===== src/rtl/envelope_pkg.sv =====
// Shared types and constants for the exponential-decay envelope and its CORDIC interface.
package envelope_pkg;

    typedef enum logic [2:0] {IDLE, READY, ISSUE, WAIT, OUT} state_t;

    localparam logic [15:0] LN2_Q16     = 16'd45426;
    localparam int          FRAC_BITS   = 16;
    localparam int          PHASE_FRAC  = 13;
    localparam int          CORDIC_FRAC = 14;
    // Q0.16 fraction times Q0.16 ln2 lands in Q.32; shift down to the CORDIC's Q.13 phase
    localparam int          PHASE_SHIFT = 2 * FRAC_BITS - PHASE_FRAC;

    localparam int SINH_MSB = 31;
    localparam int SINH_LSB = 16;
    localparam int COSH_MSB = 15;
    localparam int COSH_LSB = 0;

    // e^x = cosh(x) + sinh(x), kept at 17b so the sum of two Q.14 fields cannot wrap
    function automatic logic signed [16:0] exp_sum(input logic [31:0] dout);
        logic signed [16:0] s;
        logic signed [16:0] c;
        s = $signed({dout[SINH_MSB], dout[SINH_MSB:SINH_LSB]});
        c = $signed({dout[COSH_MSB], dout[COSH_MSB:COSH_LSB]});
        return s + c;
    endfunction

endpackage


===== src/rtl/envelope_phase_reduce.sv =====
// Maps the log2-domain fraction f to the CORDIC phase -f*ln2 in signed Q.13.
module envelope_phase_reduce
    import envelope_pkg::*;
(
    input  logic [15:0] frac,
    output logic [15:0] phase
);

    logic [31:0] prod;
    logic [15:0] mag;

    assign prod  = {16'b0, frac} * {16'b0, LN2_Q16};
    assign mag   = 16'(prod >> PHASE_SHIFT);
    assign phase = -mag;

endmodule


===== src/rtl/exp_decay_envelope.sv =====
// Exponential-decay envelope: 2^-k range reduction around a sinh/cosh CORDIC, one sample per tick.
module exp_decay_envelope
    import envelope_pkg::*;
#(
    parameter int ACC_INT_BITS = 8,
    parameter int RATE_WIDTH   = 16,
    parameter int ENV_WIDTH    = 16
) (
    input  logic                  aclk,
    input  logic                  aresetn,
    input  logic                  trigger,
    input  logic [RATE_WIDTH-1:0] decay_rate,
    input  logic                  sample_tick,
    output logic                  m_axis_phase_tvalid,
    input  logic                  m_axis_phase_tready,
    output logic [15:0]           m_axis_phase_tdata,
    input  logic                  s_axis_dout_tvalid,
    input  logic [31:0]           s_axis_dout_tdata,
    output logic [ENV_WIDTH-1:0]  env_out,
    output logic                  env_valid,
    output logic                  active,
    output logic                  overrun
);

    localparam int ACC_W = ACC_INT_BITS + FRAC_BITS;

    state_t                    state, state_nxt;
    logic [ACC_W-1:0]          acc;
    logic [RATE_WIDTH-1:0]     rate;
    logic [ACC_INT_BITS-1:0]   k_lat;
    logic signed [16:0]        e_q;
    logic [15:0]               phase_q;
    logic [15:0]               phase_c;
    logic                      drop_q;

    logic [ACC_INT_BITS-1:0]   k;
    logic [15:0]               f;
    logic [ACC_W:0]            acc_sum;
    logic [ACC_W-1:0]          acc_sat;
    logic                      decay_done;
    logic                      hs;
    logic                      load_issue;
    logic                      finish;
    logic                      emit;
    logic                      busy;

    assign k          = acc[ACC_W-1:FRAC_BITS];
    assign f          = acc[FRAC_BITS-1:0];
    assign acc_sum    = {1'b0, acc} + {{(ACC_W + 1 - RATE_WIDTH){1'b0}}, rate};
    assign acc_sat    = acc_sum[ACC_W] ? {ACC_W{1'b1}} : acc_sum[ACC_W-1:0];
    assign decay_done = (int'(k) >= ENV_WIDTH);

    envelope_phase_reduce u_phase (
        .frac  (f),
        .phase (phase_c)
    );

    // Mantissa in (0.5, 1.0] as Q.14, clamped, rescaled to Q0.ENV_WIDTH, then the octave shift
    function automatic logic [ENV_WIDTH-1:0] scale_env(input logic signed [16:0] e,
                                                       input logic [ACC_INT_BITS-1:0] sh);
        logic [ENV_WIDTH-1:0] m;
        if (e <= 17'sd0)
            m = '0;
        else if (e >= 17'sd16384)
            m = '1;
        else
            m = ENV_WIDTH'(e[CORDIC_FRAC-1:0]) << (ENV_WIDTH - CORDIC_FRAC);
        return m >> sh;
    endfunction

    always_ff @(posedge aclk or negedge aresetn) begin
        if (!aresetn) state <= IDLE;
        else          state <= state_nxt;
    end

    always_comb begin
        state_nxt = state;
        case (state)
            IDLE:  if (trigger) state_nxt = READY;
            READY: begin
                if (trigger)          state_nxt = READY;
                else if (sample_tick) state_nxt = decay_done ? IDLE : ISSUE;
            end
            // a restart during ISSUE still finishes the transfer, then abandons the result
            ISSUE: if (m_axis_phase_tready) state_nxt = (drop_q || trigger) ? READY : WAIT;
            WAIT: begin
                if (trigger)                 state_nxt = READY;
                else if (s_axis_dout_tvalid) state_nxt = OUT;
            end
            OUT:     state_nxt = READY;
            default: state_nxt = IDLE;
        endcase
    end

    always_comb begin
        m_axis_phase_tvalid = (state == ISSUE);
        hs                  = m_axis_phase_tvalid && m_axis_phase_tready;
        load_issue          = (state == READY) && sample_tick && !trigger && !decay_done;
        finish              = (state == READY) && sample_tick && !trigger && decay_done;
        emit                = (state == OUT) && !trigger;
        busy                = (state == ISSUE) || (state == WAIT) || (state == OUT);
    end

    assign m_axis_phase_tdata = phase_q;

    always_ff @(posedge aclk or negedge aresetn) begin
        if (!aresetn) begin
            acc       <= '0;
            rate      <= '0;
            k_lat     <= '0;
            e_q       <= '0;
            phase_q   <= '0;
            drop_q    <= 1'b0;
            env_out   <= '0;
            env_valid <= 1'b0;
            active    <= 1'b0;
            overrun   <= 1'b0;
        end else begin
            env_valid <= 1'b0;
            if (hs) drop_q <= 1'b0;
            if (trigger) begin
                acc     <= '0;
                rate    <= decay_rate;
                active  <= 1'b1;
                overrun <= 1'b0;
                if ((state == ISSUE) && !hs) drop_q <= 1'b1;
            end else begin
                if (sample_tick && busy) overrun <= 1'b1;
                if (load_issue) begin
                    phase_q <= phase_c;
                    k_lat   <= k;
                    acc     <= acc_sat;
                end
                if (finish) begin
                    env_out   <= '0;
                    env_valid <= 1'b1;
                    active    <= 1'b0;
                end
                if ((state == WAIT) && s_axis_dout_tvalid) e_q <= exp_sum(s_axis_dout_tdata);
                if (emit) begin
                    env_out   <= scale_env(e_q, k_lat);
                    env_valid <= 1'b1;
                end
            end
        end
    end

endmodule


===== config.mk =====
export PLATFORM = sky130hd
export DESIGN_NAME = exp_decay_envelope
export DESIGN_NICKNAME = d
export VERILOG_FILES = /design/src/rtl/envelope_pkg.sv /design/src/rtl/envelope_phase_reduce.sv /design/src/rtl/exp_decay_envelope.sv
export SDC_FILE = /design/constraint.sdc
export NUM_CORES = 1
export LEC_CHECK = 0
export CORE_ASPECT_RATIO = 1.4
export CORE_UTILIZATION = 49
export CTS_BUF_LIST = sky130_fd_sc_hd__clkbuf_8
export DETAILED_ROUTE_END_ITERATION = 7
export GPL_TIMING_DRIVEN = 0
export HOLD_SLACK_MARGIN = 0.05
export MAX_ROUTING_LAYER = met4
export PLACE_DENSITY = 0.72
export SYNTH_ARGS = -nofsm -noshare
export SYNTH_HDL_FRONTEND = slang
export SYNTH_HIERARCHICAL = 1
export SYNTH_SLANG_ARGS = --single-unit

===== constraint.sdc =====
create_clock -name aclk -period 17.6 [get_ports aclk]
set_input_delay 3.52 -clock aclk [delete_from_list [all_inputs] [get_ports aclk]]
set_output_delay 3.52 -clock aclk [all_outputs]
set_load 0.005 [all_outputs]

==> metrics <==
most frequent cell after synthesis=ha_1; synthesized net count=1410; Cell Area, Synth=10700 sq um; # resized after CTS=0; Final period util=0.354; Clock Latency Late Sink=0.40 ns; core area=21300 sq um; Setup TNS Final=0 ns; reg2reg setup slack=11.37 ns; Vias/cell=5.74; Slew @ Worst Pin=0.809 ns; pin count of the biggest net entering global routing=58; Synth area leaders=dfrtp_1 24%, ha_1 18%, fa_1 14%, nand2_1 4.6%, inv_1 4.4%; routed vias=8593; global-route wire length before repair=40700 um; total CTS buffers=9; I/O Buffers=89; Starting Density=0.502; I/O pin cnt=90; unrepaired setup endpoints after global routing=no; Seq/Total Area, Yosys=0.243; share of the synthesized area in the top cell type=0.243; average cell area after synthesis=9.45 sq um; Tmin final=6.23 ns; proportion of layout cells with a drive suffix above 1=0.0671; Post-synth ARST share=1.00; Area Overhead vs Synth=13.5%; clock slew at reported path FFs=0.12 ns; worst hold slack=0.483 ns; M3 GR Usage=0.0245; Setup-failing EPs final=0; CTS sink count=104; global route hottest layer=met2; min-delay src=e_q[15]; Worst Skew=0.0234 ns; Worst R2R Start=acc[10]; R2R cell count=19; synthesized netlist cell count=1131; CP Capture Type=flip-flop; Slew HR=0.455; placed inst area=11900 sq um; initial antenna violation count=0; required time of the critical path=17.94 ns; H-Tree Depth=3; final hold vios=0; Die Area=22400 sq um; clk root buf=clkbuf_8; die height=177 um; Setup CP Type=flip-flop to flip-flop; Total GRT Usage=0.236; Most used DFF post-synth=dfrtp_1; fmax=161 MHz; #FFs+latches synth=104; hold path endpoint=e_q[15]; GRT overflow=0; RR Endpoint=m_axis_phase_tdata[12]; Worst Hold Class=flip-flop to flip-flop; dpl hpwl=20300 um; maximum fanout along the worst path=8; met2 Use GR=0.422; Remaining DRCs=0; First-pass DRT Iterations=6; met1 Resource Use GR=0.262; CP startpoint kind=flip-flop; CTS Hold Buffers Added=0; cell area after layout=12100 sq um; status=completed; YS warnings=6; number of global-route vias before repair=8632; WL per Instance=16.5 um; critical path data arrival time=6.57 ns; Final Max Tran Viols=0; Die W=127 um; Post-synth top cells=150 x ha_1, 130 x nand2_1, 126 x inv_1; gpl congestion=0.901; Post-synth EDFFs=0; DRT iter0 DRCs=393; nets=1511; ant diodes=0; number of distinct library cells after synthesis=86; routed wire length=24600 um; DRT antenna net count=0; post-CTS setup buffers=0; clk buf depth=2; num rows=63; Max-Cap Viols=0; Yosys top cell by area=dfrtp_1; CTS tree=yes; Fill cells=1926; hold depth=2
==> cells by family after synthesis <==
| kind of cell | after synthesis | synth area share |
|---|---|---|
| flops | 104 | 0.243 |
| buf+inv | 168 | 0.0618 |
| simple gates | 299 | 0.138 |
| xor+xnor | 49 | 0.0415 |
| compound gates | 252 | 0.158 |
| fa+ha+maj | 225 | 0.316 |
| mux | 34 | 0.0421 |
==> per-layer routing <==
layer,up-vias,share of wire
li1,4144,-
met1,4160,0.39
met2,232,0.53
met3,57,0.036
met4,0,0.036
met5,-,0
==> state kept, by name (all words and copies together) (netlist names), named ones only <==
name / flops
m_axis_phase_tdata: 16
rate: 16
acc: 24
active: 1
overrun: 1
env_out: 16
k_lat: 8
state: 3
env_valid: 1
e_q: 17
==> final cells by class <==
| type | instances | area [sq um] | area share |
|---|---|---|---|
| well taps | 260 | 325 | 0.0268 |
| repair buffers | 90 | 916 | 0.0755 |
| clock buffers | 9 | 124 | 0.0102 |
| plain buffers | 42 | 188 | 0.0155 |
| multi-input cells | 859 | 7430 | 0.612 |
| flip-flops and latches | 104 | 2600 | 0.215 |
| clock inverters | 7 | 76.3 | 0.00629 |
| inverters | 126 | 473 | 0.0390 |
==> placed cells by master (no fill, tap or decap), drive strengths merged, types with 5 or more instances in the layout <==
| cell type | instances |
|---|---|
| o211ai | 9 |
| and3 | 9 |
| nand3 | 18 |
| dfrtp | 104 |
| fa | 75 |
| a21o | 21 |
| ha | 150 |
| nor3 | 19 |
| nand2 | 131 |
| mux2 | 18 |
| nand4 | 8 |
| o31ai | 7 |
| buf | 14 |
| a221oi | 7 |
| nor2 | 50 |
| o21a | 5 |
| a21oi | 57 |
| xor2 | 24 |
| clkdlybuf4s50 | 88 |
| inv | 128 |
| a31oi | 9 |
| a211oi | 9 |
| o21ai | 79 |
| mux4 | 7 |
| mux2i | 9 |
| and4 | 7 |
| and2 | 5 |
| xnor2 | 25 |
| nand2b | 13 |
| nand3b | 16 |
| nor2b | 6 |
| clkbuf | 39 |
==> metrics by stage <==
stage	instances	util	setup slack (ns)
after global routing	1497	0.570	11.01
after CTS	1497	0.570	11.37
after detailed placement	1481	0.561	11.34
after floorplan	1131	-	12.06
after global placement	1480	0.559	9.06
final	1497	0.570	11.37
==> worst max-delay path: stages (launching register included) <==
cell and delay, ns:
dfrtp_1 0.67, inv_1 0.22, fa_1 0.53, fa_1 0.52, inv_1 0.04, ha_1 0.30
fa_1 0.47, fa_1 0.50, ha_1 0.31, ha_1 0.38, nand4_2 0.19, nor2_1 0.17
a221oi_2 0.10, o41ai_1 0.48, xor2_1 0.24, or3_4 0.44, a2111oi_2 0.25, xor2_1 0.21
nand2_1 0.08, nand2_1 0.07
==> worst max path at each step <==
stage                               from                endpoint  slack [ns]  cells after the start
detailed placement  s_axis_dout_tdata[0]                 e_q[14]       11.34                     11
global route                     acc[13]  m_axis_phase_tdata[15]       11.01                     21
floorplan                         acc[8]  m_axis_phase_tdata[12]       12.06                     21
CTS                              acc[10]  m_axis_phase_tdata[12]       11.37                     19
global placement                 aresetn                 rate[4]        9.06                      1
finish                           acc[10]  m_axis_phase_tdata[12]       11.37                     19
Power is not shown: default switching activity piles up to over one toggle a cycle in this logic, so the estimate is an artifact.
